### src/rtl/vga_scan_gen.sv
// -----------------------------------------------------------------------------
// vga_scan_gen
//   VGA raster generator and framebuffer scanner.
//   A pixel tick (pix_ce) is derived from clock_50 by a toggling phase bit. The
//   h/v counters walk the full raster. Framebuffer addresses are generated for
//   a scaled window inside the visible area. The timing flags are delayed so
//   they line up with pixel data that returns RD_LAT ticks after its address.
//   The area outside the window but inside the visible area shows border_rgb.
//
// Ports
//   clock_50      system clock (pixel clock is clock_50/2)
//   reset         synchronous, active-low
//   d             framebuffer read data, valid RD_LAT pixel ticks after adr
//   border_rgb    colour for visible pixels outside the window
//   adr           framebuffer read address
//   vga_clk       pixel clock to the DAC
//   vga_r/g/b     pixel channels, PIX_W/3 bits each
//   vga_blank_n   low outside the visible area
//   vga_sync_n    tied low (no sync-on-green)
//   vga_hs/vga_vs sync outputs with HS_POL/VS_POL active level
//   frame_start   one clock_50 pulse per frame
// -----------------------------------------------------------------------------
module vga_scan_gen #(
    parameter int H_VIS   = 640,
    parameter int H_FP    = 16,
    parameter int H_SYNC  = 96,
    parameter int H_BP    = 48,
    parameter int V_VIS   = 480,
    parameter int V_FP    = 10,
    parameter int V_SYNC  = 2,
    parameter int V_BP    = 33,
    parameter int WIN_X0  = 40,
    parameter int WIN_W   = 560,
    parameter int WIN_Y0  = 48,
    parameter int WIN_H   = 384,
    parameter int SCALE_X = 2,
    parameter int SCALE_Y = 2,
    parameter int ADR_W   = 16,
    parameter int PIX_W   = 24,
    parameter int RD_LAT  = 2,
    parameter bit HS_POL  = 1'b0,
    parameter bit VS_POL  = 1'b0
) (
    input  logic               clock_50,
    input  logic               reset,
    input  logic [PIX_W-1:0]   d,
    input  logic [PIX_W-1:0]   border_rgb,
    output logic [ADR_W-1:0]   adr,
    output logic               vga_clk,
    output logic [PIX_W/3-1:0] vga_r,
    output logic [PIX_W/3-1:0] vga_g,
    output logic [PIX_W/3-1:0] vga_b,
    output logic               vga_blank_n,
    output logic               vga_sync_n,
    output logic               vga_hs,
    output logic               vga_vs,
    output logic               frame_start
);
    localparam int H_TOT = H_VIS + H_FP + H_SYNC + H_BP;
    localparam int V_TOT = V_VIS + V_FP + V_SYNC + V_BP;
    localparam int HW    = $clog2(H_TOT);
    localparam int VW    = $clog2(V_TOT);
    localparam int CW    = PIX_W / 3;

    localparam logic [HW-1:0] H_LAST   = HW'(H_TOT - 1);
    localparam logic [HW-1:0] H_VIS_C  = HW'(H_VIS);
    localparam logic [HW-1:0] HS_FIRST = HW'(H_VIS + H_FP);
    localparam logic [HW-1:0] HS_LAST  = HW'(H_VIS + H_FP + H_SYNC - 1);
    localparam logic [HW-1:0] WX_FIRST = HW'(WIN_X0);
    localparam logic [HW-1:0] WX_LAST  = HW'(WIN_X0 + WIN_W - 1);
    localparam logic [VW-1:0] V_LAST   = VW'(V_TOT - 1);
    localparam logic [VW-1:0] V_VIS_C  = VW'(V_VIS);
    localparam logic [VW-1:0] VS_FIRST = VW'(V_VIS + V_FP);
    localparam logic [VW-1:0] VS_LAST  = VW'(V_VIS + V_FP + V_SYNC - 1);
    localparam logic [VW-1:0] WY_FIRST = VW'(WIN_Y0);
    localparam logic [VW-1:0] WY_LAST  = VW'(WIN_Y0 + WIN_H - 1);
    localparam logic [1:0]    SX_LAST  = 2'(SCALE_X - 1);
    localparam logic [1:0]    SY_LAST  = 2'(SCALE_Y - 1);

    logic             ph_q;
    logic [HW-1:0]    h_q, h_d;
    logic [VW-1:0]    v_q, v_d;
    logic [1:0]       sx_q, sx_d;
    logic [1:0]       sy_q, sy_d;
    logic [ADR_W-1:0] adr_q, adr_d;
    logic [ADR_W-1:0] line_base_q, line_base_d;
    logic [PIX_W-1:0] rgb_q, rgb_d;
    logic             blank_n_q;
    logic             hs_q;
    logic             vs_q;
    logic             frame_start_q;

    logic             pix_ce;
    logic             vis_now, win_now, hs_now, vs_now;
    logic             frame_end;
    logic [3:0]       flags_now;   // {vis, win, hs, vs} for the current counter state
    logic [3:0]       flags_tap;   // same flags, RD_LAT ticks old

    // Pixel tick falls on every second clock_50 cycle, when vga_clk is high.
    assign pix_ce = ph_q;

    assign vis_now   = (h_q < H_VIS_C) && (v_q < V_VIS_C);
    assign win_now   = (h_q >= WX_FIRST) && (h_q <= WX_LAST) &&
                       (v_q >= WY_FIRST) && (v_q <= WY_LAST);
    assign hs_now    = (h_q >= HS_FIRST) && (h_q <= HS_LAST);
    assign vs_now    = (v_q >= VS_FIRST) && (v_q <= VS_LAST);
    assign frame_end = (h_q == H_LAST) && (v_q == V_LAST);
    assign flags_now = {vis_now, win_now, hs_now, vs_now};

    // Counter and address next state. The address points at the pixel held
    // in the counters; it steps after the last replica of each source pixel
    // and rewinds to line_base until the last replica of a source line.
    always_comb begin
        h_d         = h_q + HW'(1);
        v_d         = v_q;
        sx_d        = sx_q;
        sy_d        = sy_q;
        adr_d       = adr_q;
        line_base_d = line_base_q;

        if (h_q == H_LAST) begin
            h_d = '0;
            v_d = (v_q == V_LAST) ? '0 : v_q + VW'(1);
        end

        if (win_now) begin
            if (sx_q == SX_LAST) begin
                sx_d  = '0;
                adr_d = adr_q + ADR_W'(1);
            end else begin
                sx_d = sx_q + 2'd1;
            end
            // WIN_W is a multiple of SCALE_X, so sx is at SX_LAST here.
            if (h_q == WX_LAST) begin
                if (sy_q == SY_LAST) begin
                    sy_d        = '0;
                    line_base_d = adr_q + ADR_W'(1);
                end else begin
                    sy_d  = sy_q + 2'd1;
                    adr_d = line_base_q;
                end
            end
        end

        if (frame_end) begin
            adr_d       = '0;
            line_base_d = '0;
            sx_d        = '0;
            sy_d        = '0;
        end
    end

    // Delay line for the timing flags: RD_LAT registered stages, the output
    // register below supplies the final tick so data and flags meet there.
    generate
        if (RD_LAT == 0) begin : g_no_lat
            assign flags_tap = flags_now;
        end else begin : g_lat
            for (genvar gi = 0; gi < RD_LAT; gi++) begin : g_stage
                logic [3:0] stage_q;
                logic [3:0] stage_in;
                if (gi == 0) begin : g_first
                    assign stage_in = flags_now;
                end else begin : g_rest
                    assign stage_in = g_stage[gi-1].stage_q;
                end
                always_ff @(posedge clock_50) begin
                    if (!reset) begin
                        stage_q <= '0;
                    end else if (pix_ce) begin
                        stage_q <= stage_in;
                    end
                end
            end
            assign flags_tap = g_stage[RD_LAT-1].stage_q;
        end
    endgenerate

    always_comb begin
        rgb_d = '0;
        if (flags_tap[2]) begin
            rgb_d = d;
        end else if (flags_tap[3]) begin
            rgb_d = border_rgb;
        end
    end

    always_ff @(posedge clock_50) begin
        if (!reset) begin
            ph_q          <= 1'b0;
            h_q           <= '0;
            v_q           <= '0;
            sx_q          <= '0;
            sy_q          <= '0;
            adr_q         <= '0;
            line_base_q   <= '0;
            rgb_q         <= '0;
            blank_n_q     <= 1'b0;
            hs_q          <= ~HS_POL;
            vs_q          <= ~VS_POL;
            frame_start_q <= 1'b0;
        end else begin
            ph_q          <= ~ph_q;
            // Pulse on the tick taken while the counters sit at (0,0).
            frame_start_q <= pix_ce && (h_q == '0) && (v_q == '0);
            if (pix_ce) begin
                h_q         <= h_d;
                v_q         <= v_d;
                sx_q        <= sx_d;
                sy_q        <= sy_d;
                adr_q       <= adr_d;
                line_base_q <= line_base_d;
                rgb_q       <= rgb_d;
                blank_n_q   <= flags_tap[3];
                hs_q        <= flags_tap[1] ? HS_POL : ~HS_POL;
                vs_q        <= flags_tap[0] ? VS_POL : ~VS_POL;
            end
        end
    end

    assign adr         = adr_q;
    assign vga_clk     = ph_q;
    assign vga_r       = rgb_q[PIX_W-1 -: CW];
    assign vga_g       = rgb_q[2*CW-1 -: CW];
    assign vga_b       = rgb_q[CW-1:0];
    assign vga_blank_n = blank_n_q;
    assign vga_sync_n  = 1'b0;
    assign vga_hs      = hs_q;
    assign vga_vs      = vs_q;
    assign frame_start = frame_start_q;

endmodule

### config.mk
export PLATFORM = sky130hd
export DESIGN_NAME = vga_scan_gen
export DESIGN_NICKNAME = d
export VERILOG_FILES = /design/src/rtl/vga_scan_gen.sv
export SDC_FILE = /design/constraint.sdc
export NUM_CORES = 1
export LEC_CHECK = 0
export CORE_MARGIN = 2
export CORE_UTILIZATION = 47
export CTS_CLUSTER_SIZE = 40
export DETAILED_ROUTE_END_ITERATION = 10
export GPL_TIMING_DRIVEN = 0
export PLACE_DENSITY = 0.77
export SLEW_MARGIN = 20
export SYNTH_ARGS = -nofsm -noshare
export SYNTH_HDL_FRONTEND = slang
export SYNTH_SLANG_ARGS = --single-unit
### constraint.sdc
create_clock -name clock_50 -period 2.7 [get_ports clock_50]
set_clock_uncertainty 0.05 [all_clocks]
set_input_delay 0.27 -clock clock_50 [delete_from_list [all_inputs] [get_ports clock_50]]
set_output_delay 0.27 -clock clock_50 [all_outputs]
set_load 0.02 [all_outputs]
After elaboration in Yosys (flattened, before gate mapping). Index checks and enable logic that the tools add are counted.

Logic and storage cells: 75. Register bits after elaboration: 93. Bits of input ports: 50.

Magnitude comparators: 10. Muxes and demuxes: 22. Equal/unequal tests: 5. Reduce and logical (&&, ||, !) cells: 18. Add/sub/neg operators: 5. Bitwise operators: 1.

Operators by type and width (count): two-way mux 16 bit (9); two-way mux 24 bit (2); equality test 10 bit (second input constant) (3); adder 10 x 1 -> 10 bit (second input constant) (2); >= comparator 10 x 6 -> 1 bit (second input constant) (2); <= comparator 10 bit (second input constant) (2); <= comparator 10 x 9 -> 1 bit (second input constant) (2); zero test 10 bit (2); two-way mux 10 bit (2); adder 16 x 1 -> 16 bit (second input constant) (1); two-way mux 2 bit (7); >= comparator 10 bit (second input constant) (1); >= comparator 10 x 9 -> 1 bit (second input constant) (1); < comparator 10 bit (second input constant) (1); < comparator 10 x 9 -> 1 bit (second input constant) (1); logical AND 1 bit (9); nonzero test 2 bit (3); adder 2 x 1 -> 2 bit (second input constant) (2); equality test 2 x 1 -> 1 bit (second input constant) (2); AND reduction 2 bit (2); AND reduction 4 bit (1); AND reduction 3 bit (1); two-way mux 1 bit (2); NOT 1 bit (1).

Logic depth before layout (Yosys ltp). Gate-level depths: netlist of the first run.

Word-level depth: 6. Depth in mapped cells: 10. Gate-level depth less buffers: 7.

Worst setup path after synthesis of the first run. Ideal clock, no wire load.

Path kind: register to register. From: register v_q[0]. To: register line_base_q[14]. Arrival time: 2378 ps. Path buffers: 3. Stages on the path, launching flop included: 11. Data required time: 2578 ps. Period minus slack after synthesis: 2500 ps. Library setup time: 72 ps. Slack: 200 ps. Cell sequence: dfxtp_1 > inv_1 > ha_1 > or4b_1 > or4_4 > or2_1 > buf_6 > o2bb2a_4 > buf_12 > buf_8 > mux2i_1.

Longest elaborated chain between the ends: 5.

RTL lines: start, declared (line 82) `logic [VW-1:0] v_q, v_d;`; start signal, assigned (line 208) `v_q <= v_d;`; >= comparator 10 x 6 -> 1 bit (line 104) `(v_q >= WY_FIRST) && (v_q <= WY_LAST);`; logical AND 1 bit (line 103) `assign win_now = (h_q >= WX_FIRST) && (h_q <= WX_LAST) &&`; logical AND 1 bit (line 104); nonzero test 2 bit (no source line); AND reduction 4 bit (no source line); end signal, assigned (line 212) `line_base_q <= line_base_d;`; end, declared (line 86) `logic [ADR_W-1:0] line_base_q, line_base_d;`.

Several ways; a longest one is shown, not always the timed one. A chain may end at the register's enable or synchronous reset.

Final worst setup path of the first run.
From: register v_q[1]. To: register line_base_q[14].

The elaborated chain is that of the path after synthesis.

==> impl_metrics.csv, run 1 <==
group,metric,value,unit
run_status,status,"complete, no violations",
drt,routed_wl,12.9,mm
setup_path,critPathMaxFanout,10,
floorplanning,die-area,10900,um^2
clocking,numCtsBuffers,9,
setup_path,critPathLaunchType,"flip-flop",
setup_path,r2r_cells,10,
floorplanning,num_io_pins,96,
placement,portBuffers,93,
placement,place_ws,-0.143,ns
floorplanning,core,9770,um^2
clocking,clk_pin_slew,0.09,ns
power,p_int,2.00,mW
floorplanning,initial_core_util,0.486,
drt,ant_nets,0,
setup_path,cp_data_arrival_time,2.89,ns
power,combPwrFrac,0.111,
placement,dpl-instance-area,5860,um^2
layout,antenna_cells,0,
job,maxCapViolations,0,
synthesis,ys_top_cells_by_area,"dfxtp_1 39%, nor2_1 4.6%, xnor2_1 4.2%",
sta,relSlewSlack,0.374,
global_route,grt_overflow,0,
clocking,root_buffer,"clkbuf_8",
synthesis,yosys_warnings,0,
clocking,clockBufferDepth,2,
setup_path,criticalPathCategory,"flip-flop to flip-flop",
sta,rsz0062_at_grt,"yes",
sta,drv_slew,0,
global_route,first_global_vias,4477,
layout,final_cell_count_no_fill,815,
layout,fin_area,6100,um^2
power,p_seq_frac,0.536,
setup_path,crit_start,"v_q[1]",
sta,post-route-period-util,0.980,
sta,final.min_clock_period,2.65,ns
drt,detail_route.vias_per_cell,5.72,
global_route,antenna_found_initial,0,
synthesis,yosysUniqueCellTypes,61,
sta,setup_violations,0,
placement,gp_congestion,0.926,
power,p_total,2.65,mW
synthesis,synthCells,570,
synthesis,syn-cell-area,4750,um^2
setup_path,critPathRequiredTime,2.95,ns
clocking,clock-sinks,93,
drt,wl_per_cell,15.9,um
drt,drt_iter0_markers,300,
synthesis,ys.flop_type,"dfxtp_1",
power,p_clk_frac,0.353,
clocking,cts_tree,"done",
sta,tightest_slew,0.932,ns
synthesis,synth_largest_area_cell,"dfxtp_1",
drt,num_vias,4663,
synthesis,avgSynthCellArea,8.33,um^2
synthesis,synth_seq_area_share,0.392,
power,power_switching_share,0.244,
floorplanning,die_h,105,um
sta,fmax,378,MHz
drt,drc_errors,0,
synthesis,synthArstFlopShare,0,
placement,dp.cells,797,
sta,finalHoldViolCount,0,
power,net-switching-power,645,uW
setup_path,endpoint,"line_base_q[14]",
global_route,grt_max_degree,15,
floorplanning,die_w,105,um
power,p_leak,2.03,nW
synthesis,synth-edff-count,0,
synthesis,yosysTopAreaCellShare,0.392,
synthesis,synth_seq_cells,93,
sta,worst_slack,0.0533,ns
layout,area_growth,28.4,%
setup_path,timing.rr.end,"line_base_q[14]",
setup_path,r2r-start,"v_q[1]",
power,power_density,434,nW/um^2
sta,fin_setup_tns,0,ns
placement,hpwl,9.48,mm
clocking,htree_num_levels,3,
setup_path,endpoint_kind,"flip-flop",
global_route,grt_pass1_wl,21.4,mm
hold_path,hp-class,"input pin to flip-flop",
synthesis,yosysMostFrequentCell,"dfxtp_1",
setup_path,r2r_slack,0.05,ns
global_route,grt_usage,0.237,
drt,firstDrtPassIters,5,
synthesis,yosys-top-cells-count,"93 x dfxtp_1, 58 x nor2_1, 52 x nand2_1",
floorplanning,rows,36,
layout,fin_nets,732,
power,vdd_drop_max,264,uV
clocking,worst_skew_pair.late_latency,0.36,ns
synthesis,syn_nets,625,
layout,drive_above_1_share,0.0587,
## kinds of logic after synthesis
logic type | after synthesis | synth area share
AOI/OAI and AO/OA | 129 | 0.190
xor gates and xnor gates | 32 | 0.0590
adders and majority gates | 5 | 0.0132
other | 1 | 0.000790
and+or+nand+nor | 233 | 0.253
buffers and inverters | 62 | 0.0604
DFF | 93 | 0.392
muxes | 15 | 0.0316
## metal layers
| metal | up-vias | part of all wire | GRT usage |
|---|---|---|---|
| li1 | 2280 | - | - |
| met2 | 174 | 0.48 | 0.402 |
| met5 | - | 0 | 0 |
| met3 | 21 | 0.074 | 0.0652 |
| met1 | 2188 | 0.43 | 0.284 |
| met4 | 0 | 0.018 | 0.0917 |
## flip-flops by register name, summed over array words and instances, names as in the netlist
name,cells
v_q,10
h_q,10
vga_blank_n,1
sx_q,2
flags_tap,4
adr,16
frame_start,1
rgb_q,24
vga_vs,1
line_base_q,16
sy_q,2
vga_hs,1
g_lat.g_stage.stage_q,4
vga_clk,1
## worst min-delay path by stage
stage	startpoint	end	depth (start not counted)
finish	reset	line_base_q[0]	3
global route	reset	line_base_q[0]	3
CTS	reset	line_base_q[0]	3
detailed placement	g_lat.g_stage[0].stage_q[2]	g_lat.g_stage[0].stage_q[2]	2
global placement	g_lat.g_stage[0].stage_q[2]	g_lat.g_stage[0].stage_q[2]	2
floorplan	g_lat.g_stage[0].stage_q[2]	g_lat.g_stage[0].stage_q[2]	2
## worst max-delay path, cell delays in order (launching register included)
cell and delay (ns):
dfxtp_1 0.35, inv_1 0.10, ha_1 0.14, or4b_1 0.46, or4_4 0.48, or2_1 0.24, buf_6 0.14, o2bb2a_4 0.20
buf_12 0.13, buf_8 0.13, mux2i_1 0.18
## power by group through the flow
stage / sequential (mW) / combinational, mW / clock [mW]
after global placement: 1.45 / 0.288 / 0
after CTS: 1.42 / 0.293 / 0.942
final: 1.42 / 0.293 / 0.934
after detailed placement: 1.45 / 0.293 / 0
after global routing: 1.42 / 0.315 / 1.00
after floorplan: 1.48 / 0.102 / 0
## repair_timing
action,4_1_cts,5_1_grt
setup buffers,0,2
gates resized for setup,3,4
pin swaps,0,2
setup endpoints to repair,18,34
hold buffers,0,0
## cell usage in the layout (no fill, tap or decap), types with 18 or more instances in the layout
master / netlist / layout
a211oi_1: 24 / 24
a21oi_1: 18 / 18
a22oi_1: 26 / 26
clkbuf_1: 39 / 39
clkdlybuf4s50_1: 0 / 93
dfxtp_1: 93 / 93
nand2_1: 52 / 52
nand3_1: 36 / 36
nor2_1: 58 / 58
o21ai_0: 22 / 22
xnor2_1: 23 / 23
## cell type report
class | instances | area [um^2]
fillers | 868 | 3680
multi-input cells | 415 | 2630
flip-flops and latches | 93 | 1860
repair buffers | 96 | 951
plain buffers | 52 | 254
well taps | 133 | 166
clock buffers | 12 | 145
clock inverters | 4 | 47.5
inverters | 10 | 37.5
## metrics by stage
step | hold slack (ns) | util
after detailed placement | 0.394 | 0.600
after CTS | 0.274 | 0.621
final | 0.295 | 0.624
after floorplan | 0.372 | -
after global placement | 0.384 | 0.598
after global routing | 0.312 | 0.624
(Power assumes the default switching activity.)
==> inputs of run 2 (changes only) <==
- GPL_ROUTABILITY_DRIVEN: not set -> 0
==> results of run 2 <==
The final DEF is identical to that of run 1; final timing and power are the same.
==> inputs of run 3 (changes only) <==
- CTS_CLUSTER_SIZE: 40 -> 30
- SLEW_MARGIN: 20 -> 10
==> impl_metrics.csv, run 3 (same netlist as run 1, synthesis figures left out) <==
group,metric,value,unit
run_status,status,"complete, no violations",
setup_path,cpPeakStageDelay,0.48,ns
global_route,grt_usage,0.234,
drt,routed_wl,12.9,mm
clocking,root_buffer,"clkbuf_8",
power,p_total,2.60,mW
global_route,grt_overflow,0,
drt,detail_route.vias_per_cell,5.64,
drt,num_vias,4595,
sta,fmax,383,MHz
floorplanning,core,9770,um^2
floorplanning,num_io_pins,96,
drt,drt_iter0_markers,292,
sta,rsz0062_at_grt,"no",
clocking,ctsHoldBuffers,0,
setup_path,crit_buf_inv,4,
sta,setup_violations,0,
job,maxCapViolations,0,
setup_path,critPathLaunchType,"flip-flop",
drt,firstDrtPassIters,4,
drt,wl_per_cell,15.8,um
layout,final_cell_mix,"93 x dfxtp_1, 93 x clkdlybuf4s50_1, 58 x nor2_1",
sta,worst_slack,0.0859,ns
sta,finalHoldViolCount,0,
drt,wl_met3,1.02,mm
clocking,clock-sinks,93,
drt,wl_met2,6.26,mm
clocking,htree_num_levels,3,
sta,final.min_clock_period,2.61,ns
clocking,numCtsBuffers,9,
global_route,grt_pass1_wl,20.9,mm
layout,top_register,"rgb_q",
drt,drc_errors,0,
floorplanning,die-area,10900,um^2
clocking,clockBufferDepth,2,
setup_path,critPathTopFamily,"simple AND/OR/NAND/NOR gates",
drt,ant_nets,0,
floorplanning,die_w,105,um
setup_path,cp_data_arrival_time,2.87,ns
power,vdd_drop_max,292,uV
setup_path,critPathMaxFanout,10,
setup_path,cp_cell_sequence,"inv_1 > ha_1 > or4b_1 > or4_4 > or2_1 > buf_6 > o2bb2a_4 > buf_12 > buf_8 > mux2i_1",
floorplanning,initial_core_util,0.486,
global_route,first_global_vias,4462,
floorplanning,die_h,105,um
placement,hpwl,9.51,mm
layout,largest_register_ffs,24,
layout,area_growth,28.2,%
global_route,grt_max_degree,15,
drt,dr.max_layer_used,"met4",
layout,fin_nets,732,
setup_path,slowest_stage,"or4_4",
sta,drv_slew,0,
floorplanning,rows,36,
placement,portBuffers,93,
setup_path,critPathRequiredTime,2.95,ns
sta,tightest_slew,0.871,ns
sta,holdWs,0.303,ns
layout,fillers,861,
setup_path,endpoint_kind,"flip-flop",
setup_path,criticalPathCategory,"flip-flop to flip-flop",
placement,place_ws,-0.177,ns
clocking,cts_tree,"done",
drt,met1_length,5.42,mm
hold_path,hp-class,"input pin to flip-flop",
global_route,antenna_found_initial,0,
power,p_leak,2.03,nW
power,power_density,428,nW/um^2
layout,antenna_cells,0,
sta,post-route-period-util,0.968,
clocking,worst_skew_pair.late_latency,0.37,ns
layout,drive_above_1_share,0.0602,
sta,relSlewSlack,0.415,
clocking,clk_pin_slew,0.09,ns
## run 3: per-stage QoR
step / TNS [ns] / instance area, um^2 / utilization / cells
floorplan: 0 / 4750 / - / 570
finish: 0 / 6090 / 0.623 / 814
CTS: 0 / 6060 / 0.620 / 812
global placement: -0.211 / 5840 / 0.598 / 796
global route: 0 / 6090 / 0.623 / 814
detailed placement: -1.25 / 5860 / 0.600 / 797
## run 3: worst paths after layout
path,cells after the start,startpoint,end,slack [ns]
worst max-delay path,10,v_q[1],line_base_q[14],0.09
worst min-delay path,3,reset,line_base_q[0],0.30
worst min register to register,2,sx_q[1],sx_q[1],0.41
worst max register to register,10,v_q[1],line_base_q[14],0.09
## run 3: repair_timing
item,CTS,global route
pin swaps,0,2
setup buffers,0,2
resized for setup,3,4
endpoints found under the setup margin,12,38
cloned,0,0
## run 3: power breakdown
part           switching [mW]  internal, mW
Clock                   0.473         0.419
Combinational           0.144         0.148
Sequential             0.0188          1.40
Total                   0.636          1.97
## run 3: area by class of cell
| cell class | count | area (um^2) | area share |
|---|---|---|---|
| multi-input combinational | 415 | 2640 | 0.433 |
| sequential | 93 | 1860 | 0.306 |
| timing repair buffer | 96 | 951 | 0.156 |
| buffer | 52 | 251 | 0.0413 |
| tap | 133 | 166 | 0.0273 |
| clock buffer | 10 | 128 | 0.0210 |
| clock inverter | 5 | 52.6 | 0.00863 |
| inverter | 10 | 37.5 | 0.00617 |
## run 3: tightest hold or removal path: cells and delay by family
kind                   cells  cell delay (ns)
buffers and inverters      1             0.20
AND/OR/NAND/NOR            1             0.12
AO/OA/AOI/OAI              1             0.07
## run 3: per-layer routing
layer,vias to the layer above,track usage
met3,16,0.0708
met2,164,0.407
li1,2283,-
met1,2132,0.269
met5,-,0
met4,0,0.0907
